<file path="src/rtl/bypass_net_pkg.sv">
// Shared types and constants for the operand forwarding network.
// Latency: none (types and constants only). Backpressure: not applicable.
package bypass_net_pkg;
    localparam int DATA_W_DEF = 16;
    localparam int REG_AW_DEF = 4;

    typedef logic [REG_AW_DEF-1:0] reg_addr_t;
    typedef logic [DATA_W_DEF-1:0] data_t;

    localparam int REG_ZERO = 0;

    localparam int STG_EX  = 0;
    localparam int STG_MEM = 1;
    localparam int STG_WB  = 2;
endpackage

</file>
<file path="src/rtl/bypass_net_port.sv">
// One read port: youngest-stage tag match, selects forwarded or register-file data.
// Latency: 0 cycles, combinational. Backpressure: raises hazard_o when the youngest producer is not ready.
module bypass_port
    import bypass_net_pkg::*;
#(
    parameter int DATA_W = 16,
    parameter int REG_AW = 4,
    parameter int DEPTH  = 3
) (
    input  logic [DEPTH-1:0]        v_i,
    input  logic [DEPTH*REG_AW-1:0] t_i,
    input  logic [REG_AW-1:0]       rd_addr_i,
    input  logic [DATA_W-1:0]       rf_data_i,
    input  logic [DEPTH*DATA_W-1:0] stage_data_i,
    input  logic [DEPTH-1:0]        stage_rdy_i,
    output logic [DATA_W-1:0]       rd_data_o,
    output logic                    hit_o,
    output logic                    hazard_o
);
    logic found;

    // Only the youngest match is considered; an older ready copy is stale.
    always_comb begin
        rd_data_o = rf_data_i;
        hit_o     = 1'b0;
        hazard_o  = 1'b0;
        found     = 1'b0;
        for (int k = 0; k < DEPTH; k++) begin
            if (!found && v_i[k] && (t_i[k*REG_AW +: REG_AW] == rd_addr_i) &&
                (rd_addr_i != REG_AW'(REG_ZERO))) begin
                found = 1'b1;
                if (stage_rdy_i[k]) begin
                    rd_data_o = stage_data_i[k*DATA_W +: DATA_W];
                    hit_o     = 1'b1;
                end else begin
                    hazard_o  = 1'b1;
                end
            end
        end
    end
endmodule

</file>
<file path="src/rtl/bypass_net.sv">
// Forwarding network: destination-tag shift pipeline plus per-port youngest-match bypass.
// Latency: 0 cycles lookup; tags advance one stage per unfrozen cycle. Backpressure: stall_req_o on load-use.
module bypass_net
    import bypass_net_pkg::*;
#(
    parameter int DATA_W = 16,
    parameter int REG_AW = 4,
    parameter int NUM_RD = 2,
    parameter int DEPTH  = 3
) (
    input  logic                     clk,
    input  logic                     rst,
    input  logic                     freeze_i,
    input  logic                     flush_i,
    input  logic                     iss_valid_i,
    input  logic [REG_AW-1:0]        iss_addr_i,
    input  logic [DEPTH*DATA_W-1:0]  stage_data_i,
    input  logic [DEPTH-1:0]         stage_rdy_i,
    input  logic [NUM_RD*REG_AW-1:0] rd_addr_i,
    input  logic [NUM_RD*DATA_W-1:0] rf_data_i,
    output logic [NUM_RD*DATA_W-1:0] rd_data_o,
    output logic [NUM_RD-1:0]        fwd_hit_o,
    output logic                     stall_req_o,
    output logic [15:0]              fwd_cnt_o
);
    logic [DEPTH-1:0]        v_q, v_d;
    logic [DEPTH*REG_AW-1:0] t_q, t_d;
    logic [15:0]             fwd_cnt_q, fwd_cnt_d;
    logic [NUM_RD-1:0]       hazard;
    logic [16:0]             cnt_sum;

    for (genvar j = 0; j < NUM_RD; j++) begin : g_port
        bypass_port #(
            .DATA_W (DATA_W),
            .REG_AW (REG_AW),
            .DEPTH  (DEPTH)
        ) u_port (
            .v_i          (v_q),
            .t_i          (t_q),
            .rd_addr_i    (rd_addr_i[j*REG_AW +: REG_AW]),
            .rf_data_i    (rf_data_i[j*DATA_W +: DATA_W]),
            .stage_data_i (stage_data_i),
            .stage_rdy_i  (stage_rdy_i),
            .rd_data_o    (rd_data_o[j*DATA_W +: DATA_W]),
            .hit_o        (fwd_hit_o[j]),
            .hazard_o     (hazard[j])
        );
    end

    assign stall_req_o = |hazard;
    assign fwd_cnt_o   = fwd_cnt_q;

    // Flush clears stage 0 even while frozen; older stages still obey freeze.
    always_comb begin
        v_d = v_q;
        t_d = t_q;
        if (!freeze_i) begin
            for (int k = 1; k < DEPTH; k++) begin
                v_d[k]                  = v_q[k-1];
                t_d[k*REG_AW +: REG_AW] = t_q[(k-1)*REG_AW +: REG_AW];
            end
            v_d[STG_EX]                       = iss_valid_i && (iss_addr_i != REG_AW'(REG_ZERO));
            t_d[STG_EX*REG_AW +: REG_AW]      = iss_addr_i;
        end
        if (flush_i) begin
            v_d[STG_EX] = 1'b0;
        end
    end

    always_comb begin
        cnt_sum = {1'b0, fwd_cnt_q};
        for (int j = 0; j < NUM_RD; j++) begin
            cnt_sum = cnt_sum + 17'(fwd_hit_o[j]);
        end
        fwd_cnt_d = fwd_cnt_q;
        if (!freeze_i && !stall_req_o) begin
            fwd_cnt_d = cnt_sum[16] ? 16'hFFFF : cnt_sum[15:0];
        end
    end

    always_ff @(posedge clk) begin
        if (rst) begin
            v_q       <= '0;
            t_q       <= '0;
            fwd_cnt_q <= '0;
        end else begin
            v_q       <= v_d;
            t_q       <= t_d;
            fwd_cnt_q <= fwd_cnt_d;
        end
    end
endmodule

</file>
<file path="config.mk">
export PLATFORM = sky130hd
export DESIGN_NAME = bypass_net
export DESIGN_NICKNAME = d
export VERILOG_FILES = /design/src/rtl/bypass_net_pkg.sv /design/src/rtl/bypass_net_port.sv /design/src/rtl/bypass_net.sv
export SDC_FILE = /design/constraint.sdc
export NUM_CORES = 1
export LEC_CHECK = 0
export CAP_MARGIN = 30
export CORE_MARGIN = 3
export CORE_UTILIZATION = 47
export DETAILED_ROUTE_END_ITERATION = 10
export PLACE_DENSITY = 0.94
export SETUP_SLACK_MARGIN = 0.02
export SKIP_CTS_REPAIR_TIMING = 1
export SLEW_MARGIN = 10
export SYNTH_ARGS = -nofsm -noshare
export SYNTH_HDL_FRONTEND = slang
export SYNTH_HIERARCHICAL = 1
export SYNTH_SLANG_ARGS = --single-unit
</file>
<file path="constraint.sdc">
create_clock -name clk -period 10.6 [get_ports clk]
set_clock_uncertainty 0.05 [all_clocks]
set_input_delay 2.12 -clock clk [delete_from_list [all_inputs] [get_ports clk]]
set_output_delay 2.12 -clock clk [all_outputs]
set_load 0.02 [all_outputs]
</file>
# After elaboration in Yosys (flattened, before gate mapping)
# Index checks and enable logic that the tools add are counted.
word_totals:
  mem_bits_rw: 0
  mem_bits_ro: 0
  mem_count: 0
  input_bits: 100
  reg_bits: 31
  latchBits: 0
  out_inout_bits: 51
classes:
  addsub: 2
  muxes: 39
  n_eq_ne: 6
  shifts: 0
  bitwise_logic: 0
  div_mod_pow: 0
  reduce_logical: 29
  multipliers: 0
  magnitude_cmp: 0
op_table:
  columns: ["operator", "n"]
  rows:
  - ["16-bit 2-to-1 mux", 13]
  - ["1-bit 2-to-1 mux", 26]
  - ["4-bit equality test", 6]
  - ["1-bit logical AND", 18]
  - ["16-bit by 1-bit adder with 17-bit output", 1]
  - ["17-bit by 1-bit adder with 17-bit output", 1]
  - ["4-bit nonzero test", 3]
  - ["1-bit logical NOT", 6]
  - ["2-bit OR reduction", 2]

# Depth between registers and ports, before layout
depth:
  word_depth: 17
  mapped_depth: 18
  mapped_depth_nobuf: 13

# Cells and area by module
# The synthesis kept the hierarchy.
by_module_without_submodules:
  columns: ["module", "cells_each", "area_per_inst_um2", "instances"]
  rows:
  - ["bypass_port", 140, 1103.6, 2]
  - ["bypass_net", 149, 1370.1, 1]

# Worst setup path before layout
# OpenSTA, ideal clock, no wires.
synth_timing:
  path_kind: "input-to-output"
  startpoint: "input rd_addr_i[0]"
  endpoint: "output rd_data_o[0]"
  arrival_ns: 4.010
  slack_ns: 4.420
  required_time_ns: 8.430
  stages: 8
  path_buffers: 3
  cell_sequence: "buf_4 nor3_1 o21ai_2 and3_1 buf_6 and3_4 buf_6 o41ai_1"
synth_via:
  elab_chain_len: 14
  word_cells_on_any_way: 21
synth_rtl:
  columns: ["element", "line_no", "source"]
  rows:
  - ["from (decl)", "bypass_net.sv:19", "input logic [NUM_RD*REG_AW-1:0] rd_addr_i,"]
  - ["4-bit equality test", "bypass_net_port.sv:29", "if (!found && v_i[k] && (t_i[k*REG_AW +: REG_AW] == rd_addr_i) &&"]
  - ["1-bit logical AND (2 in a row)", "bypass_net_port.sv:29", null]
  - ["1-bit 2-to-1 mux", "bypass_net_port.sv:29", null]
  - ["1-bit logical NOT", "bypass_net_port.sv:29", null]
  - ["1-bit logical AND (3 in a row)", "bypass_net_port.sv:29", null]
  - ["1-bit 2-to-1 mux", "bypass_net_port.sv:29", null]
  - ["1-bit logical NOT", "bypass_net_port.sv:29", null]
  - ["1-bit logical AND (3 in a row)", "bypass_net_port.sv:29", null]
  - ["16-bit 2-to-1 mux (*)", "bypass_net_port.sv:29", null]
  - ["to (decl)", "bypass_net.sv:21", "output logic [NUM_RD*DATA_W-1:0] rd_data_o,"]
# Every way passes the cells marked *; elsewhere a longest branch is shown, timed or not.

# Final worst setup path
layout_timing:
  startpoint: "input rd_addr_i[4]"
  endpoint: "output rd_data_o[19]"
# Same word-level chain as after synthesis.

==> run summary <==
Sequential cell area -> 620.6 um2
Routability congestion estimate -> 0.9867
Flops & latches, synth -> 31
Worst reg2reg path endpoint -> fwd_cnt_o[14]$_SDFFE_PP0P_
Most area-consuming cells after synthesis -> dfxtp_1 17%, o41ai_2 9.1%, a311oi_1 7.8%, nand4_1 6.5%, clkbuf_8 6.2%
DRT Pass-1 Iters -> 6
Synth area leader -> dfxtp_1
Clk Latency, worst-skew pair -> 0.28 ns
Hold path start -> fwd_cnt_o[1]$_SDFFE_PP0P_
Root Driver -> clkbuf_8
Pwr per Cell Area -> 66.83 nW/um2
Hold Path Cell Cnt -> 2
Routed vias -> 4258
PortBufs -> 150
Number of CTS-inserted buffers -> 5
Reg2reg path depth -> 13
RSZ-0062 raised after global routing -> false
Synth Area in Simple Gates -> 0.3088
Routed Antenna Nets -> 0
Adder-Cell Fraction of Synth Area -> 0.009094
Leak Pwr -> 0.001645 uW
# fillers -> 581
Final WL -> 12.92 mm
Dominant synthesized flop cell -> dfxtp_1
Dpl hpwl -> 9.675 mm
Slew HR -> 0.4038
Slew Limit Fails -> 0
Area Growth Syn to Fin -> 35.68%
Synth top area share -> 0.1735
Crit path launch type -> input pin
Switch Pwr -> 93.26 uW
Avg WL per Cell -> 20.22 um
Die H -> 93.24 um
FFs w/ async S/R, synth -> 0
FP Rows -> 31
Multi-input gate area -> 2445 um2
Switching Share -> 0.2875
Area fraction in compound gates after synthesis -> 0.2504
Ports -> 151
Period utilization -> 0.7379
Status -> finished, final reports clean
Synth Instances -> 429
Clk slew on worst S/H paths -> 0.06 ns
Grt total ovfl -> 0
Overall routing resource usage -> 0.2821
Layout cells sized above 1 -> 0.1019
ANT cells -> 0
Power share of the clock group -> 0.281
First-pass GRT wire length -> 20.04 mm
Setup_tns -> 0 ns
Yosys warns -> 6
Cell internal pwr -> 231.1 uW
Critical path capture point type -> primary output
Post-synth top cells -> 58 x nor2_1, 43 x nor3_1, 37 x nand4_1
XOR/XNOR Fraction of Synth Area -> 0.07030
Comb pwr share -> 0.342
DIE AREA -> 8694 um2
VDD IR-drop max -> 0.0001238 V
WP data arrival -> 5.65 ns
# nets final -> 642
Non-filler cells, final -> 639
Required @ worst endpoint -> 8.43 ns
CTS tree -> built
Initial DRC count -> 367
Post-synth EDFFs -> 0
Initial core utilization -> 0.4880
Drt drc -> 0
Htree depth -> 2
Number of global-route vias before repair -> 3974
Multiplexer share of the synthesized area -> 0.04477
Worst setup path class -> in -> out
Worst Tran Pin Value -> 0.8922 ns
Worst R2R Start -> t_q[8]$_SDFFE_PP0N_
Placed insts -> 630
Most common cell in the netlist -> nor2_1
Worst Hold End -> fwd_cnt_o[1]$_SDFFE_PP0P_
Crit path max fanout -> 34
Die Span X -> 93.24 um
Setup slack, reg-to-reg -> 5.89 ns
Post-route minimum period -> 7.821 ns
Final Hold Viols -> 0
Reg power frac -> 0.377
Largest family of logic cells by synthesized area -> simple AND/OR/NAND/NOR gates
Largest net degree at the start of global routing -> 36
Initial antenna violation count -> 0
FMAX -> 127.9 MHz
Syn Area/Cell -> 8.338 um2
Syn Nets -> 531
Final hold slack -> 0.5009 ns
Max Buffers Root-to-Sink -> 2
Final setup vio count -> 0
Netlist cell types -> 49
Drt via density -> 6.664
Syn Std Cell Area -> 3577 um2
CTS Sinks -> 31
Core ar. -> 7331 um2
Maxcap violations -> 0
Post-synthesis sequential area ratio -> 0.1735
Util after Layout -> 0.6621
Worst hold path class -> reg -> reg
==> power by group through the flow <==
| stage | Sequential (uW) | Clock (uW) | Combinational (uW) |
|---|---|---|---|
| 5_1_grt | 122 | 96.0 | 116 |
| 3_3_place_gp | 124 | 0 | 105 |
| 6_report | 122 | 91.1 | 111 |
| 2_1_floorplan | 124 | 0 | 47.3 |
| 4_1_cts | 122 | 93.0 | 108 |
| 3_5_place_dp | 125 | 0 | 108 |
==> layout by cell type, fill, tap and decap left out, types with 3 or more instances in the layout <==
master | synthesis | routed
clkdlybuf4s50_1 | 0 | 150
nor2_1 | 58 | 58
nor3_1 | 43 | 43
nand4_1 | 37 | 37
a311oi_1 | 32 | 32
dfxtp_1 | 31 | 31
o41ai_2 | 20 | 20
nand2_1 | 17 | 17
xor2_1 | 17 | 17
mux2i_1 | 16 | 16
o41ai_1 | 13 | 13
a21oi_1 | 9 | 9
inv_1 | 8 | 8
xnor2_1 | 8 | 8
a31oi_1 | 7 | 7
and3_1 | 6 | 6
clkbuf_8 | 16 | 6
o21ai_0 | 5 | 5
nor4_1 | 5 | 5
or2_2 | 4 | 4
o21ai_2 | 4 | 4
nand3_1 | 3 | 3
nand4b_1 | 3 | 3
buf_8 | 0 | 3
==> layout make-up <==
type / count / share of cell area
clock buffer: 6 / 0.01701
clock inverter: 1 / 0.001031
inverter: 8 / 0.006187
multi-input combinational: 341 / 0.5037
sequential: 31 / 0.1279
tap: 99 / 0.02552
timing repair buffer: 153 / 0.3186
==> cell families (layout without fill, tap and decap cells) <==
logic type | after synthesis | after routing
AOI/OAI and AO/OA | 93 | 93
xor gates and xnor gates | 27 | 27
adders and majority gates | 2 | 2
buffers and inverters | 57 | 168
DFF | 31 | 31
muxes | 16 | 16
and+or+nand+nor | 203 | 203
==> critical path: stages <==
cell and delay (ns):
clkdlybuf4s50_1 0.64, nor3_1 0.13, o21ai_2 0.24, nand4_2 0.73
and3_4 0.56, o41ai_1 0.52, clkdlybuf4s50_1 0.69
==> flip-flops by register name (all words and copies together), names as in the netlist <==
register,flops
t_q,12
v_q,3
fwd_cnt_o,16
==> worst max path at each step <==
stage                      start  slack [ns]  depth (start not counted)            end
detailed placement  rd_addr_i[4]        2.89                          7  rd_data_o[19]
floorplan           rd_addr_i[0]        4.42                          8   rd_data_o[0]
finish              rd_addr_i[4]        2.78                          7  rd_data_o[19]
global route        rd_addr_i[0]        2.70                          7  rd_data_o[15]
global placement    rd_addr_i[0]        3.03                          7  rd_data_o[15]
CTS                 rd_addr_i[4]        2.88                          7  rd_data_o[19]
==> metrics by stage <==
step                      area [um2]  total power [uW]  setup WS [ns]
final                           4853             324.3          2.779
after global routing            4853             334.8          2.700
after global placement          4721             229.5          3.031
after CTS                       4823             323.4          2.882
after detailed placement        4736             232.3          2.892
after floorplan                 3577             171.1          4.420
==> metal layers <==
| metal | global-route usage | part of all wire | up-vias |
|---|---|---|---|
| li1 | - | - | 1897 |
| met1 | 0.3584 | 0.38 | 1929 |
| met2 | 0.4574 | 0.45 | 360 |
| met3 | 0.05471 | 0.12 | 72 |
| met4 | 0.1331 | 0.050 | 0 |
| met5 | 0 | 0 | - |
No activity file was read; power rests on OpenSTA's default activity.
